==> src/rtl/pwm_fade_sequencer.sv <==
// Purpose: sequences a pwm duty word through ramp-up / hold / ramp-down / hold "breathing" cycles.
// Latency: every output is registered; a start seen in IDLE shows up on the next clock edge.
// Backpressure: none; stop aborts on the next edge, and start is ignored while a sequence runs.
module pwm_fade_sequencer #(
  parameter int N        = 8,
  parameter int STEP_DIV = 16,
  parameter int CW       = 16
) (
  input  logic          clk,
  input  logic          rst,
  input  logic          start,
  input  logic          stop,
  input  logic [CW-1:0] ramp_rate,
  input  logic [CW-1:0] hold,
  input  logic [7:0]    cycles,
  output logic          pwm_ena,
  output logic          pwm_step,
  output logic [N-1:0]  duty,
  output logic          busy,
  output logic          done,
  output logic [2:0]    state
);

  localparam logic [N-1:0]  DUTY_MAX = '1;
  localparam int            PW       = (STEP_DIV > 2) ? $clog2(STEP_DIV) : 1;
  localparam logic [PW-1:0] PS_LAST  = PW'(STEP_DIV - 1);

  typedef enum logic [2:0] {
    IDLE      = 3'd0,
    RAMP_UP   = 3'd1,
    HOLD_HIGH = 3'd2,
    RAMP_DOWN = 3'd3,
    HOLD_LOW  = 3'd4
  } st_t;

  st_t           st_q, st_d;
  logic [N-1:0]  duty_q, duty_d;
  logic          ena_q, ena_d;
  logic          step_q, step_d;
  logic          busy_q, busy_d;
  logic          done_q, done_d;
  logic [PW-1:0] ps_q, ps_d;
  logic [CW-1:0] rate_cnt_q, rate_cnt_d;
  logic [CW-1:0] hold_cnt_q, hold_cnt_d;
  logic [7:0]    cyc_cnt_q, cyc_cnt_d;
  // Configuration captured at start; rate and hold are stored already forced to >= 1.
  logic [CW-1:0] rate_l_q, rate_l_d;
  logic [CW-1:0] hold_l_q, hold_l_d;
  logic [7:0]    cycles_l_q, cycles_l_d;

  logic          rate_tick;
  logic          hold_end;
  logic [7:0]    cyc_inc;

  assign rate_tick = (rate_cnt_q == rate_l_q - 1'b1);
  assign hold_end  = (hold_cnt_q == hold_l_q - 1'b1);
  // In run-forever mode the completed-cycle count parks at 255 instead of wrapping.
  assign cyc_inc   = (cyc_cnt_q == 8'hFF) ? 8'hFF : cyc_cnt_q + 8'd1;

  // Next-state and next-output logic for the fade sequence, stop override and step prescaler.
  always_comb begin
    st_d       = st_q;
    duty_d     = duty_q;
    ena_d      = ena_q;
    done_d     = 1'b0;
    step_d     = 1'b0;
    busy_d     = busy_q;
    ps_d       = ps_q;
    rate_cnt_d = rate_cnt_q;
    hold_cnt_d = hold_cnt_q;
    cyc_cnt_d  = cyc_cnt_q;
    rate_l_d   = rate_l_q;
    hold_l_d   = hold_l_q;
    cycles_l_d = cycles_l_q;

    case (st_q)
      IDLE: begin
        if (start && !stop) begin
          st_d       = RAMP_UP;
          rate_l_d   = (ramp_rate == '0) ? CW'(1) : ramp_rate;
          hold_l_d   = (hold == '0) ? CW'(1) : hold;
          cycles_l_d = cycles;
          duty_d     = '0;
          ena_d      = 1'b1;
          cyc_cnt_d  = 8'd0;
          rate_cnt_d = '0;
          hold_cnt_d = '0;
        end
      end
      RAMP_UP: begin
        if (rate_tick) begin
          rate_cnt_d = '0;
          if (duty_q == DUTY_MAX) begin
            st_d       = HOLD_HIGH;
            hold_cnt_d = '0;
          end else begin
            duty_d = duty_q + 1'b1;
          end
        end else begin
          rate_cnt_d = rate_cnt_q + 1'b1;
        end
      end
      HOLD_HIGH: begin
        if (hold_end) begin
          st_d       = RAMP_DOWN;
          hold_cnt_d = '0;
          rate_cnt_d = '0;
        end else begin
          hold_cnt_d = hold_cnt_q + 1'b1;
        end
      end
      RAMP_DOWN: begin
        if (rate_tick) begin
          rate_cnt_d = '0;
          if (duty_q == '0) begin
            st_d       = HOLD_LOW;
            hold_cnt_d = '0;
          end else begin
            duty_d = duty_q - 1'b1;
          end
        end else begin
          rate_cnt_d = rate_cnt_q + 1'b1;
        end
      end
      HOLD_LOW: begin
        if (hold_end) begin
          hold_cnt_d = '0;
          cyc_cnt_d  = cyc_inc;
          if ((cycles_l_q != 8'd0) && (cyc_inc == cycles_l_q)) begin
            st_d   = IDLE;
            ena_d  = 1'b0;
            duty_d = '0;
            done_d = 1'b1;
          end else begin
            st_d       = RAMP_UP;
            rate_cnt_d = '0;
          end
        end else begin
          hold_cnt_d = hold_cnt_q + 1'b1;
        end
      end
      default: begin
        st_d   = IDLE;
        ena_d  = 1'b0;
        duty_d = '0;
      end
    endcase

    // An abort wins over whatever transition the sequence wanted this edge.
    if ((st_q != IDLE) && stop) begin
      st_d       = IDLE;
      duty_d     = '0;
      ena_d      = 1'b0;
      done_d     = 1'b0;
      rate_cnt_d = '0;
      hold_cnt_d = '0;
      cyc_cnt_d  = 8'd0;
    end

    busy_d = (st_d != IDLE);

    // Prescaler phase is counted from the first busy clock and never runs in IDLE.
    if (st_d == IDLE) begin
      ps_d = '0;
    end else if (st_q == IDLE) begin
      ps_d = '0;
    end else begin
      ps_d = (ps_q == PS_LAST) ? '0 : ps_q + 1'b1;
    end
    step_d = (st_d != IDLE) && (ps_d == PS_LAST);
  end

  // State, output and counter registers; reset clears everything immediately.
  always_ff @(posedge clk or posedge rst) begin
    if (rst) begin
      st_q       <= IDLE;
      duty_q     <= '0;
      ena_q      <= 1'b0;
      step_q     <= 1'b0;
      busy_q     <= 1'b0;
      done_q     <= 1'b0;
      ps_q       <= '0;
      rate_cnt_q <= '0;
      hold_cnt_q <= '0;
      cyc_cnt_q  <= 8'd0;
      rate_l_q   <= '0;
      hold_l_q   <= '0;
      cycles_l_q <= 8'd0;
    end else begin
      st_q       <= st_d;
      duty_q     <= duty_d;
      ena_q      <= ena_d;
      step_q     <= step_d;
      busy_q     <= busy_d;
      done_q     <= done_d;
      ps_q       <= ps_d;
      rate_cnt_q <= rate_cnt_d;
      hold_cnt_q <= hold_cnt_d;
      cyc_cnt_q  <= cyc_cnt_d;
      rate_l_q   <= rate_l_d;
      hold_l_q   <= hold_l_d;
      cycles_l_q <= cycles_l_d;
    end
  end

  assign pwm_ena  = ena_q;
  assign pwm_step = step_q;
  assign duty     = duty_q;
  assign busy     = busy_q;
  assign done     = done_q;
  assign state    = st_q;

endmodule

==> config.mk <==
export PLATFORM = sky130hd
export DESIGN_NAME = pwm_fade_sequencer
export DESIGN_NICKNAME = d
export VERILOG_FILES = /design/src/rtl/pwm_fade_sequencer.sv
export SDC_FILE = /design/constraint.sdc
export NUM_CORES = 1
export LEC_CHECK = 0
export CELL_PAD_IN_SITES_DETAIL_PLACEMENT = 1
export CELL_PAD_IN_SITES_GLOBAL_PLACEMENT = 2
export CORE_AREA = 2 2 142 144
export DETAILED_ROUTE_END_ITERATION = 7
export DIE_AREA = 0 0 144 146
export PLACE_DENSITY = 0.8
export SYNTH_ARGS = -nofsm -noshare
export SYNTH_HDL_FRONTEND = slang
export SYNTH_SLANG_ARGS = --single-unit
==> constraint.sdc <==
create_clock -name clk -period 4.1 [get_ports clk]
set_input_delay 0.41 -clock clk [delete_from_list [all_inputs] [get_ports clk]]
set_output_delay 0.41 -clock clk [all_outputs]
set_load 0.01 [all_outputs]
==> flow_summary.ini <==
[synthesis]
synth_top_area_share_pct = 37.14
synth_top_flop_cell = dfrtp_1
synth.distinct_cells = 84
synth_fp_nets = 871
synth_seq_cells = 99
yosys_warnings = 0
avgSynthCellArea_um2 = 8.194
synth_edf_count = 0
syn_inst = 814
yosys-top-cells-area = dfrtp_1 (37%), nand2_1 (8.1%), xnor2_1 (5.0%), o21ai_0 (4.1%), a31oi_1 (3.2%)
synth_top_area_cell = dfrtp_1
ys_seq_area_share_pct = 37.14
synth_area_um2 = 6670
synthArstFlopShare_pct = 100.0

[timing]
timing.final.ws_setup_ps = 327.6
min_period_over_period_pct = 92.01
finClkSkew_ps = 8.937
grt_setup_unrepaired = no
relSlewSlack_pct = 56.30
drv_slew = 0
hold_violations = 0
worst_slew_pin_slew_ps = 649.5
fin_setup_tns_ps = 0
finalSetupViolations = 0
max_freq_mhz = 265.1
finalCriticalPeriod_ps = 3772

[power]
power-per-cell-area_nw_per_um2 = 521.9
combinationalPowerShare_pct = 40.8
power_switching_uw = 1731
clkPwrFrac_pct = 20.6
intPower_uw = 2340
ir_worst_vdd_mv = 0.2219
power_frac_seq_pct = 38.6
leakage_uw = 0.003240
swShare_pct = 42.52

[global_route]
grt_pass1_vias = 6662
grt_max_degree = 46
grt_usage_pct = 20.73
antenna_found_initial = 0
grt_first_pass_wirelength_mm = 34.87
grt_overflow = 0

[worst_setup_path]
critPathKind = flop to flop
cp.required_ps = 4340
rrSetupSlack_ps = 330
cp-startpoint = hold_l_q[0]$_DFFE_PP0P_
arrival_ps = 4020
r2r_cells = 10
start_kind = flop
end_kind = flop
reg2reg_to = duty[2]$_DFFE_PP0P_
worstPathMaxFanout = 8
reg2reg_from = hold_l_q[0]$_DFFE_PP0P_

[route]
dr.pass1.iters = 4
drt-initial-drc-count = 250
met3_length_um = 678
wl_met2_mm = 10.41
wl_per_cell_um = 18.64
drc = 0
routed_wl_mm = 21.00
m1WireLength_mm = 9.582
viasPerCell = 5.551
vias = 6256
ant_nets = 0
highest_layer = met4

[floorplan]
dieHeight_um = 146
start_util_pct = 34.50
fp-row-count = 51
dieWidth_um = 144
num_io_pins = 59
die_area_um2 = 21020
coreArea_um2 = 19330

[placed_design]
preCtsSetupSlack_ps = 338.0
hpwl_mm = 15.52
io_buffers = 58
gp_congestion = 0.8760

[cells_and_area]
multi_input_area_um2 = 3860
syn_to_final_growth_pct = 16.98
final_common_cell = nand2_1
final_cell_mix = nand2_1 (144), dfrtp_1 (99), clkdlybuf4s50_1 (58), nor2_1 (55), o21ai_0 (55)
antennaDiodeCount = 0
ff_latch_area_um2 = 2477
nets = 914
drive_above_1_share_pct = 7.425
fillers = 2319

[clocking]
tritoncts = built
cts_hold_buf = 0
clockBufferDepth = 2
cts.clk_slew.worst_paths_ps = 70
cts_made_buffers = 9
clk_latency_ps = 360
htreeDepth = 3
clkSinkCount = 99
cts_root_buffer = clkbuf_16
cts-resized-gates = 0
postCtsSetupRepairBufs = 0

[run_status]
status = finished, final reports clean

[worst_hold_path]
hp-class = input port to async pin

[flow_run]
maxCapViolCount = 0
[layout make-up]
type / count / area share [%]
clock buffer: 11 / 3.111
sequential: 99 / 31.75
inverter: 44 / 2.149
timing repair buffer: 72 / 8.788
multi-input combinational: 631 / 49.47
tap: 265 / 4.250
clock inverter: 5 / 0.4811
[cells by family after synthesis]
kind of cell / share of synthesized area, %
compound gates: 18.50
xor+xnor: 7.203
fa+ha+maj: 2.551
buf+inv: 5.121
flops: 37.14
mux: 1.576
simple gates: 27.91
[routing by layer]
layer	up-vias	global-route usage, %
li1	2981	-
met1	3156	27.41
met2	96	35.19
met3	23	3.126
met4	0	5.588
met5	-	0
[power by group through the flow]
stage | sequential, uW | combinational [uW] | clock (uW)
after CTS | 1560 | 1670 | 864
after global placement | 1560 | 1590 | 0
after global routing | 1620 | 1860 | 890
after detailed placement | 1580 | 1660 | 0
final | 1570 | 1660 | 838
after floorplan | 1440 | 1260 | 0
[metrics by stage]
step                      cells  utilization [%]  hold WS [ps]  total power [uW]  cell area [um2]
after floorplan             814                -         466.8              2702             6670
final                      1127            40.35         485.3              4072             7802
after global routing       1127            40.35         528.5              4366             7802
after detailed placement   1111            38.88         498.9              3239             7517
after global placement     1111            38.88         483.4              3149             7517
after CTS                  1127            40.33         504.0              4100             7797
[worst max-delay path by stage]
| stage | endpoint | cells after the start |
|---|---|---|
| 6_report | duty[2]$_DFFE_PP0P_ | 10 |
| 3_3_place_gp | duty[6]$_DFFE_PP0P_ | 10 |
| 3_5_place_dp | duty[5]$_DFFE_PP0P_ | 10 |
| 2_1_floorplan | duty[4]$_DFFE_PP0P_ | 10 |
| 4_1_cts | duty[2]$_DFFE_PP0P_ | 10 |
| 5_1_grt | duty[2]$_DFFE_PP0P_ | 10 |
[critical path, cell delays in order, from the launching register on]
cell       delay (ps)
dfrtp_1           420
inv_1             100
ha_1              260
or3b_1            490
or3_4             380
a2111oi_4         390
nand3_2           150
nor4_4            380
nand4_2           180
a211oi_4          560
mux2_4            350
[state kept, by name, summed over array words and instances, names as in the netlist]
signal / flops
busy: 1
cyc_cnt_q: 8
cycles_l_q: 8
done: 1
duty: 8
hold_cnt_q: 16
hold_l_q: 16
ps_q: 4
pwm_ena: 1
pwm_step: 1
rate_cnt_q: 16
rate_l_q: 16
state: 3
[Yosys cell counts, types with 7 or more instances]
library cell    n
a21oi_1        25
dfrtp_1        99
ha_1           12
a21o_1          7
nor2_1         55
nand4_1        12
nor4_1         20
nand2_1       144
o21ai_0        55
nor3_1         21
and2_1          9
inv_1          43
xor2_1         15
and3_1         15
clkbuf_1       36
or4_1          10
or3_1          10
nand3_1        37
a31oi_1        34
a2bb2oi_1       7
xnor2_1        38
Power figures use the tool's default switching activity.
